**src/rtl/keypad_cmd_ctrl.sv**
```systemverilog
`timescale 1ns/1ps
`default_nettype none
// +--------------------------------------------------------------------------+
// | Module   : keypad_cmd_ctrl                                               |
// | Purpose  : 4x4 keypad row scanner, key debouncer and motor command       |
// |            assembler (speed 0..15 plus turn direction).                  |
// | Revision : 1.0 - initial release                                         |
// +--------------------------------------------------------------------------+
module keypad_cmd_ctrl #(
   parameter int SCAN_DIV       = 25000,
   parameter int DEBOUNCE_SCANS = 4
) (
   input  logic       clk100,
   input  logic       reset,
   input  logic       enable,
   input  logic [3:0] Columna,
   output logic [3:0] Fila,
   output logic       key_valid,
   output logic [3:0] key_code,
   output logic [3:0] speed,
   output logic       turn,
   output logic       isDone
);

   localparam int c_DW = (SCAN_DIV > 1) ? $clog2(SCAN_DIV) : 1;
   localparam int c_CW = $clog2(DEBOUNCE_SCANS + 1);
   localparam logic [c_DW-1:0] c_DWELL_LAST = c_DW'(SCAN_DIV - 1);
   localparam logic [c_CW-1:0] c_DEB_TARGET = c_CW'(DEBOUNCE_SCANS);
   localparam logic [c_CW-1:0] c_CNT_ONE    = c_CW'(1);

   localparam logic [1:0] c_IDLE  = 2'd0;
   localparam logic [1:0] c_DEB   = 2'd1;
   localparam logic [1:0] c_PRESS = 2'd2;
   localparam logic [1:0] c_REL   = 2'd3;

   localparam logic [3:0] c_KEY_A    = 4'd10;
   localparam logic [3:0] c_KEY_B    = 4'd11;
   localparam logic [3:0] c_KEY_C    = 4'd12;
   localparam logic [3:0] c_KEY_D    = 4'd13;
   localparam logic [3:0] c_KEY_STAR = 4'd14;
   localparam logic [3:0] c_KEY_HASH = 4'd15;

   // Physical position {row,col} to key code.
   function automatic logic [3:0] key_map(input logic [3:0] pos);
      case (pos)
         4'd0:    key_map = 4'd1;
         4'd1:    key_map = 4'd2;
         4'd2:    key_map = 4'd3;
         4'd3:    key_map = c_KEY_A;
         4'd4:    key_map = 4'd4;
         4'd5:    key_map = 4'd5;
         4'd6:    key_map = 4'd6;
         4'd7:    key_map = c_KEY_B;
         4'd8:    key_map = 4'd7;
         4'd9:    key_map = 4'd8;
         4'd10:   key_map = 4'd9;
         4'd11:   key_map = c_KEY_C;
         4'd12:   key_map = c_KEY_STAR;
         4'd13:   key_map = 4'd0;
         4'd14:   key_map = c_KEY_HASH;
         default: key_map = c_KEY_D;
      endcase
   endfunction

   logic [3:0] r_col_meta;
   logic [3:0] r_col_sync;

   always_ff @(posedge clk100) begin
      if (reset) begin
         r_col_meta <= 4'd0;
         r_col_sync <= 4'd0;
      end else begin
         r_col_meta <= Columna;
         r_col_sync <= r_col_meta;
      end
   end

   logic [1:0]      r_row;
   logic [c_DW-1:0] r_dwell;
   logic            w_sample;
   logic            w_scan_done;

   assign w_sample    = (r_dwell == c_DWELL_LAST);
   assign w_scan_done = w_sample && (r_row == 2'd3);
   assign Fila        = 4'b0001 << r_row;

   always_ff @(posedge clk100) begin
      if (reset) begin
         r_row   <= 2'd0;
         r_dwell <= '0;
      end else if (w_sample) begin
         r_row   <= r_row + 2'd1;
         r_dwell <= '0;
      end else begin
         r_dwell <= r_dwell + c_DW'(1);
      end
   end

   // Contact count per scan saturates at 2, meaning "ghosted / multiple".
   logic [1:0] r_acc_cnt;
   logic [3:0] r_acc_pos;
   logic [1:0] w_base_cnt;
   logic [3:0] w_base_pos;
   logic [2:0] w_row_hits;
   logic [1:0] w_col_idx;
   logic [1:0] w_acc_cnt_nxt;
   logic [3:0] w_acc_pos_nxt;
   logic       w_res_valid;
   logic [3:0] w_res_code;

   always_comb begin
      w_base_cnt = (r_row == 2'd0) ? 2'd0 : r_acc_cnt;
      w_base_pos = (r_row == 2'd0) ? 4'd0 : r_acc_pos;
      w_row_hits = 3'd0;
      w_col_idx  = 2'd0;
      for (int c = 0; c < 4; c++) begin
         if (r_col_sync[c]) begin
            w_row_hits = w_row_hits + 3'd1;
            w_col_idx  = 2'(c);
         end
      end
      w_acc_cnt_nxt = w_base_cnt;
      w_acc_pos_nxt = w_base_pos;
      if (w_row_hits != 3'd0) begin
         if ((w_base_cnt == 2'd0) && (w_row_hits == 3'd1)) begin
            w_acc_cnt_nxt = 2'd1;
            w_acc_pos_nxt = {r_row, w_col_idx};
         end else begin
            w_acc_cnt_nxt = 2'd2;
         end
      end
   end

   assign w_res_valid = (w_acc_cnt_nxt == 2'd1);
   assign w_res_code  = key_map(w_acc_pos_nxt);

   always_ff @(posedge clk100) begin
      if (reset) begin
         r_acc_cnt <= 2'd0;
         r_acc_pos <= 4'd0;
      end else if (w_sample) begin
         r_acc_cnt <= w_acc_cnt_nxt;
         r_acc_pos <= w_acc_pos_nxt;
      end
   end

   logic [1:0]      r_state;
   logic [3:0]      r_cand;
   logic [c_CW-1:0] r_deb_cnt;
   logic [c_CW-1:0] r_rel_cnt;
   logic [c_CW-1:0] w_deb_inc;
   logic [c_CW-1:0] w_rel_inc;

   assign w_deb_inc = r_deb_cnt + c_CNT_ONE;
   assign w_rel_inc = r_rel_cnt + c_CNT_ONE;

   always_ff @(posedge clk100) begin
      if (reset) begin
         r_state   <= c_IDLE;
         r_cand    <= 4'd0;
         r_deb_cnt <= '0;
         r_rel_cnt <= '0;
         key_valid <= 1'b0;
         key_code  <= 4'd0;
      end else begin
         key_valid <= 1'b0;
         if (!enable) begin
            r_state   <= c_IDLE;
            r_deb_cnt <= '0;
         end else begin
            case (r_state)
               c_IDLE: begin
                  if (w_scan_done && w_res_valid) begin
                     r_cand    <= w_res_code;
                     r_deb_cnt <= c_CNT_ONE;
                     if (c_CNT_ONE == c_DEB_TARGET) begin
                        r_state   <= c_PRESS;
                        key_valid <= 1'b1;
                        key_code  <= w_res_code;
                     end else begin
                        r_state <= c_DEB;
                     end
                  end
               end
               c_DEB: begin
                  if (w_scan_done) begin
                     if (!w_res_valid) begin
                        r_state <= c_IDLE;
                     end else if (w_res_code == r_cand) begin
                        r_deb_cnt <= w_deb_inc;
                        if (w_deb_inc == c_DEB_TARGET) begin
                           r_state   <= c_PRESS;
                           key_valid <= 1'b1;
                           key_code  <= r_cand;
                        end
                     end else begin
                        r_cand    <= w_res_code;
                        r_deb_cnt <= c_CNT_ONE;
                     end
                  end
               end
               c_PRESS: begin
                  r_state   <= c_REL;
                  r_rel_cnt <= '0;
               end
               default: begin
                  // A still-held key keeps the release count at zero, so no auto-repeat.
                  if (w_scan_done) begin
                     if (w_res_valid) begin
                        r_rel_cnt <= '0;
                     end else if (w_rel_inc == c_DEB_TARGET) begin
                        r_state   <= c_IDLE;
                        r_rel_cnt <= '0;
                     end else begin
                        r_rel_cnt <= w_rel_inc;
                     end
                  end
               end
            endcase
         end
      end
   end

   logic [3:0] r_entry;
   logic       r_pend_turn;
   logic [7:0] w_entry_calc;
   logic [3:0] w_entry_sat;

   assign w_entry_calc = ({4'd0, r_entry} * 8'd10) + {4'd0, key_code};
   assign w_entry_sat  = (w_entry_calc > 8'd15) ? 4'd15 : w_entry_calc[3:0];

   always_ff @(posedge clk100) begin
      if (reset) begin
         r_entry     <= 4'd0;
         r_pend_turn <= 1'b0;
         speed       <= 4'd0;
         turn        <= 1'b0;
         isDone      <= 1'b0;
      end else begin
         isDone <= 1'b0;
         if (key_valid) begin
            case (key_code)
               c_KEY_A:    r_pend_turn <= 1'b0;
               c_KEY_B:    r_pend_turn <= 1'b1;
               c_KEY_C:    ;
               c_KEY_STAR: r_entry <= 4'd0;
               c_KEY_HASH: begin
                  speed  <= r_entry;
                  turn   <= r_pend_turn;
                  isDone <= 1'b1;
               end
               c_KEY_D: begin
                  speed   <= 4'd0;
                  r_entry <= 4'd0;
                  isDone  <= 1'b1;
               end
               default:    r_entry <= w_entry_sat;
            endcase
         end
      end
   end

endmodule
`default_nettype wire
```
**config.mk**
```make
export PLATFORM = sky130hd
export DESIGN_NAME = keypad_cmd_ctrl
export DESIGN_NICKNAME = d
export VERILOG_FILES = /design/src/rtl/keypad_cmd_ctrl.sv
export SDC_FILE = /design/constraint.sdc
export NUM_CORES = 1
export LEC_CHECK = 0
export BUFFER_PORTS_ARGS = -buffer_cell sky130_fd_sc_hd__buf_2
export CAP_MARGIN = 10
export CORE_MARGIN = 2
export CORE_UTILIZATION = 40
export CTS_CLUSTER_SIZE = 10
export DETAILED_ROUTE_END_ITERATION = 7
export GPL_ROUTABILITY_DRIVEN = 0
export HOLD_SLACK_MARGIN = 0.02
export PLACE_DENSITY = 0.65
export SLEW_MARGIN = 15
export SYNTH_ARGS = -nofsm -noshare
export SYNTH_HDL_FRONTEND = slang
export SYNTH_SLANG_ARGS = --single-unit
```
**constraint.sdc**
```tcl
create_clock -name clk100 -period 6.82 [get_ports clk100]
set_input_delay 1.364 -clock clk100 [delete_from_list [all_inputs] [get_ports clk100]]
set_output_delay 1.364 -clock clk100 [all_outputs]
set_load 0.01 [all_outputs]
```
# Yosys cells after proc, flatten, opt, wreduce, memory -nomap -nowiden
# Memory sizes are Yosys's and may differ from the RTL's.
# Index checks and enable logic that the tools add are counted.
dict set report totals {
  reg_bits 59
  latch_bits 0
  ram_bits 0
  romBits 64
  wordCells 131
  memories 1
}
dict set report classes {
  add_sub_neg 8
  mul 1
  div 0
  magnitude_cmp 1
  n_eq_ne 22
  shifts 1
  n_mux 42
  bitwise 8
  reduce_logical 30
}
# memory words word_bits rd rd_clocked_by_memory_dff write_ports line
set memory_table {}
lappend memory_table {{(no name shown)} 16 4 1 0 0 45} ;# case (pos)
# operator n
set ops {}
lappend ops {{two-way mux 4 bit} 8}
lappend ops {{two-way mux 3 bit} 10}
lappend ops {{two-way mux 2 bit} 13}
lappend ops {{== test 4 bit, second input constant} 6}
lappend ops {{one-hot mux 4 bit (2 select lines)} 3}
lappend ops {{adder 15 x 1 -> 15 bit, second input constant} 1}
lappend ops {{adder 3 x 1 -> 3 bit, second input constant} 5}
lappend ops {{== test 15 bit, second input constant} 1}
lappend ops {{one-hot mux 3 bit (2 select lines)} 2}
lappend ops {{AND reduction 6 bit} 2}
lappend ops {{OR reduction 2 bit} 6}
lappend ops {{adder 8 x 4 -> 8 bit} 1}
lappend ops {{> comparator 8 x 4 -> 1 bit, second input constant} 1}
lappend ops {{inequality test 2 bit, second input constant} 4}
lappend ops {{NOT 1 bit} 8}
lappend ops {{AND reduction 2 bit} 4}
lappend ops {{nonzero test 2 bit} 4}
lappend ops {{multiplier 4 x 3 -> 7 bit, second input constant} 1}
lappend ops {{AND reduction 7 bit} 1}
lappend ops {{== test 3 bit, second input constant} 2}
lappend ops {{logical NOT 2 bit} 3}
lappend ops {{inequality test 3 bit, second input constant} 2}
lappend ops {{one-hot mux 2 bit (3 select lines)} 1}
lappend ops {{nonzero test 3 bit} 2}
lappend ops {{15 further kinds} 22}

# Logic depth before layout (Yosys ltp)
# An unclocked memory read counts as a cell.
dict set report logic_depth {
  ltp_word 17
  mapped_depth 20
  ltp_nobuf 20
}

# Worst setup path before layout
# Ideal clock, no wire load.
dict set report synth_timing {
  path_kind {register to register}
  from {reg r_col_sync[1]}
  to {reg r_cand[1]}
  setup_ps 120
  arrival_time_ps 3692
  t_required_ps 6700
  setup_slack_ps 3008
  stages_incl_launch_ff 17
  n_path_buf 0
  synth_period_minus_slack_ps 3812
  path_cell_list {dfxtp_1 > inv_1 > ha_1 > xor2_1 > ha_1 > xnor2_1 > a31o_2 > nand3_1 > a31oi_1 > inv_1 > ha_1 > nand3_1 > a32oi_1 > a311oi_1 > o211ai_2 > and2_1 > o31a_1}
}
dict set report synth_via {
  elab_chain_len 14
  word_cells_on_any_way 28
  classes_between {2 x add/sub; 6 x eq/ne; 15 x mux; 4 x reduce/logical; 1 x memory}
}
# element line
set synth_lines {}
lappend synth_lines {{start: declaration} 66} ;# logic [3:0] r_col_sync;
lappend synth_lines {{start signal: assignment} 74} ;# r_col_sync <= r_col_meta;
lappend synth_lines {{two-way mux 3 bit} 117} ;# if (r_col_sync[c]) begin
lappend synth_lines {{adder 3 x 1 -> 3 bit} 118} ;# w_row_hits = w_row_hits + 3'd1;
lappend synth_lines {{two-way mux 3 bit} 117}
lappend synth_lines {{adder 3 x 1 -> 3 bit} 118}
lappend synth_lines {{two-way mux 3 bit} 117}
lappend synth_lines {{== test 3 x 1 -> 1 bit} 125} ;# if ((w_base_cnt == 2'd0) && (w_row_hits == 3'd1)) begin
lappend synth_lines {{logical AND 1 bit} 125}
lappend synth_lines {{two-way mux 4 bit} 125}
lappend synth_lines {{two-way mux 4 bit *} 124} ;# if (w_row_hits != 3'd0) begin
lappend synth_lines {{named net w_acc_pos_nxt[0]} 107} ;# logic [3:0] w_acc_pos_nxt;
lappend synth_lines {{memory read (16 x 4 bit) *} n/a}
lappend synth_lines {{two-way mux 4 bit} 189} ;# end else if (w_res_code == r_cand) begin
lappend synth_lines {{two-way mux 4 bit} 187} ;# if (!w_res_valid) begin
lappend synth_lines {{two-way mux 4 bit} 186} ;# if (w_scan_done) begin
lappend synth_lines {{one-hot mux 4 bit (2 select lines)} 171} ;# case (r_state)
lappend synth_lines {{end signal: assignment} 174} ;# r_cand <= w_res_code;
lappend synth_lines {{end signal: assignment} 197} ;# r_cand <= w_res_code;
lappend synth_lines {{end: declaration} 148} ;# logic [3:0] r_cand;
# Mark *: on every way through the listed nets, which the timed path passes. The rest lies on a longest branch. The select of a mux whose other input is x is not followed.
# A chain may end at the register's enable or synchronous reset.

# Worst setup path after layout
# Same ends and word-level chain as after synthesis.

==> results by group <==
Status
  – Status: completed

Layout
  – N_diodes: 0
  – Fillers: ~850
  – Multi-input gate area: 2180 sq um
  – Share of layout cells above drive strength 1: 0.128
  – Final net count: around 460
  – Final instance area: 3880 sq um
  – FF/Latch Area: approximately 1200 sq um
  – Area grow syn2layout: 11.5%

Worst setup path
  – Startpoint class of the critical path: flip-flop
  – Arr. time, crit path: 4.69 ns
  – CP required: slightly above 7 ns
  – Critical Path End Type: flip-flop
  – R2R Setup Slk: 2.36 ns
  – Kind of critical path: reg2reg
  – Max Fanout on Critical Path: 8

Clock network
  – Clock Path Buffers: 2
  – CTS root buf: clkbuf_8
  – Clock transition at path regs: around 0.070 ns
  – Post-CTS Hold Fix Bufs: 0
  – CTS buffer count: 9
  – CTS Sinks: 59
  – TritonCTS clock tree: yes
  – CTS resizes: 0
  – Clk_lat worst skew: 0.34 ns
  – H-tree levels: 3
  – Postcts setup bufs: 0

Timing
  – Finish-stage setup viols: 0
  – Max-slew violations: 0
  – Unrepaired setup endpoints after global routing: false
  – Fmax: roughly 220 MHz
  – Period utilization: 0.654
  – Fin Setup TNS: 0 ns
  – Max-slew headroom: 0.547
  – Final worst slack: 2.36 ns
  – Fin crit period: about 4.5 ns
  – Worst-Margin Slew: 0.676 ns
  – Setup Skew: 0.0107 ns
  – Final-report hold violation count: 0

Routing
  – DR WL/cell: 13.7 um
  – Total number of vias: 2921
  – Iteration-0 DRC count of the detailed router: 167
  – WL final: 7390 um
  – Detail Route Antenna Nets: 0
  – DRC viols: 0
  – First-pass iteration count of the detailed router: 4
  – Vias per inst: approximately 5.4

Place
  – Pre-CTS setup slack: 2.45 ns
  – Final HPWL DP: 5400 um
  – Port buffer count: 21
  – DP Area: 3660 sq um

Synthesis
  – Post-synth cell types: between 60 and 70
  – Syn Nets: 442
  – Yosys top cell area share: 0.339
  – Post-synthesis cell area: 3490 sq um
  – Seq cells post-synth: 59
  – Top FF cell, synth: dfxtp_1
  – Leading area contributor after synthesis: dfxtp_1
  – Syn_area_per_cell: ~8.5 sq um
  – Async SR Flop Fraction: 0
  – Synth Instances: about 410
  – Sequential area share after synthesis: 0.339
  – Yosys synthesis warning count: 0
  – Most area-consuming cells after synthesis: dfxtp_1 (34%), ha_1 (8.6%), nand2_1 (4.7%), a21oi_1 (4.3%), nor2_1 (4.3%)
  – EDFF count, synth: 0

Run
  – MaxCap Viol Count: 0

Power
  – Pleak: roughly 0.0016 uW
  – PD cells: about 200 nW/um^2
  – Maximum vdd drop: 0.0000936 V

Die
  – Die area: 9480 sq um
  – Die height: 97.4 um
  – Top Ports: 22
  – Placeable Area: around 8600 sq um
  – Starting Density: 0.406
  – Die width: 97.4 um
  – Std cell rows: 34

Global route
  – GRT Overall Usage: 0.162
  – First-pass GRT wire length: 12700 um
  – Largest net degree at the start of global routing: 36
  – GRT overflow: 0
  – Vias in the first global route: 2795
  – Initial antenna violation count: 0

Worst hold path
  – Hold WC Path Type: reg2reg
-- cell usage after synthesis, drive strengths merged (3+ instances only) --
library cell  count
a211oi            4
a21o              3
a21oi            30
a311oi            5
a31oi             5
a32oi             3
and2              5
and3              3
clkbuf           13
dfxtp            59
ha               24
inv              17
mux2              3
mux2i            13
nand2            44
nand2b            7
nand3            18
nand4             9
nor2             41
nor2b            12
nor3              4
nor3b             3
nor4              3
o21ai            19
o31ai             5
or3               7
xnor2             6
xor2             13
-- cells in the final DEF, fill, tap and decap left out, types with 2 or more instances in the layout --
| master | count |
|---|---|
| a211oi_1 | 3 |
| a21o_1 | 3 |
| a21oi_1 | 30 |
| a311oi_1 | 4 |
| a31o_2 | 2 |
| a31oi_1 | 5 |
| a32oi_1 | 3 |
| and2_1 | 5 |
| and3_1 | 2 |
| buf_2 | 21 |
| bufinv_16 | 2 |
| clkbuf_8 | 9 |
| clkinv_4 | 3 |
| dfxtp_1 | 59 |
| fa_1 | 2 |
| ha_1 | 24 |
| inv_1 | 17 |
| mux2_2 | 3 |
| mux2i_1 | 13 |
| nand2_1 | 44 |
| nand2b_1 | 7 |
| nand3_1 | 16 |
| nand4_1 | 9 |
| nor2_1 | 40 |
| nor2b_1 | 12 |
| nor3_4 | 3 |
| nor3b_1 | 3 |
| nor4_1 | 3 |
| nor4bb_1 | 2 |
| o21ai_0 | 19 |
| o22ai_1 | 2 |
| o31a_1 | 2 |
| o31ai_1 | 3 |
| o31ai_2 | 2 |
| or3_1 | 7 |
| or4_1 | 2 |
| xnor2_1 | 6 |
| xor2_1 | 13 |
-- stage by stage --
stage                      util  std cells  total power [uW]  hold WS [ns]
final                     0.452        539               780         0.453
after global routing      0.452        539               812         0.462
after CTS                 0.452        539               789         0.461
after detailed placement  0.426        523               426         0.446
after global placement    0.426        523               424         0.419
after floorplan               -        409               412         0.414
-- power breakdown --
| part | switching (uW) | total (uW) | internal [uW] |
|---|---|---|---|
| Sequential | 4.04 | 352 | 348 |
| Clock | 153 | 362 | 208 |
| Combinational | 42.5 | 66.2 | 23.8 |
| Total | 200 | 780 | 580 |
-- state kept, by name (all words and copies together) (netlist names) --
name         flops
speed            4
r_entry          4
r_acc_pos        4
r_rel_cnt        3
r_cand           4
r_acc_cnt        2
r_deb_cnt        3
isDone           1
turn             1
key_valid        1
r_col_meta       4
key_code         4
r_state          2
r_col_sync       4
r_row            2
r_pend_turn      1
r_dwell         15
-- worst max-delay path, cell delays in order (launching register included) --
cell      delay, ns
dfxtp_1        0.36
inv_1          0.07
ha_1           0.40
xor2_1         0.27
ha_1           0.28
xnor2_1        0.16
a31o_2         0.22
nand3_1        0.23
a31oi_1        0.43
inv_1          0.15
ha_1           0.27
nand3_1        0.10
a32oi_1        0.07
a311oi_1       0.48
o211ai_2       0.28
and2_1         0.28
o31a_1         0.30
-- path summary, 6_finish.rpt --
path,from,endpoint,cells after the start
hold reg to reg,r_col_meta[3]$_SDFF_PP0_,r_col_sync[3]$_SDFF_PP0_,1
hold / removal,r_col_meta[3]$_SDFF_PP0_,r_col_sync[3]$_SDFF_PP0_,1
setup reg to reg,r_col_sync[1]$_SDFF_PP0_,r_cand[1]$_SDFFE_PP0P_,16
setup / recovery,r_col_sync[1]$_SDFF_PP0_,r_cand[1]$_SDFFE_PP0P_,16
-- kinds of logic after synthesis --
| kind of cell | after synthesis | share of synthesized area |
|---|---|---|
| buffers and inverters | 32 | 0.0370 |
| multiplexers | 16 | 0.0470 |
| AND/OR/NAND/NOR | 166 | 0.254 |
| XOR/XNOR | 20 | 0.0542 |
| flip-flops | 59 | 0.339 |
| adder cells (fa/ha/maj) | 26 | 0.0976 |
| AO/OA/AOI/OAI | 90 | 0.171 |
-- layout make-up --
class | count | share of cell area
Sequential cell | 59 | 0.304
Tap cell | 108 | 0.0348
Timing Repair Buffer | 21 | 0.0271
Inverter | 17 | 0.0164
Multi-Input combinational cell | 318 | 0.560
Clock inverter | 7 | 0.0258
Clock buffer | 9 | 0.0319
-- metal layers --
metal | part of all wire | GRT usage | vias to the layer above
li1 | - | - | 1493
met1 | 0.48 | 0.206 | 1352
met2 | 0.46 | 0.270 | 61
met3 | 0.040 | 0.0324 | 15
met4 | 0.020 | 0.0641 | 0
met5 | 0 | 0 | -
(Power assumes the default switching activity.)
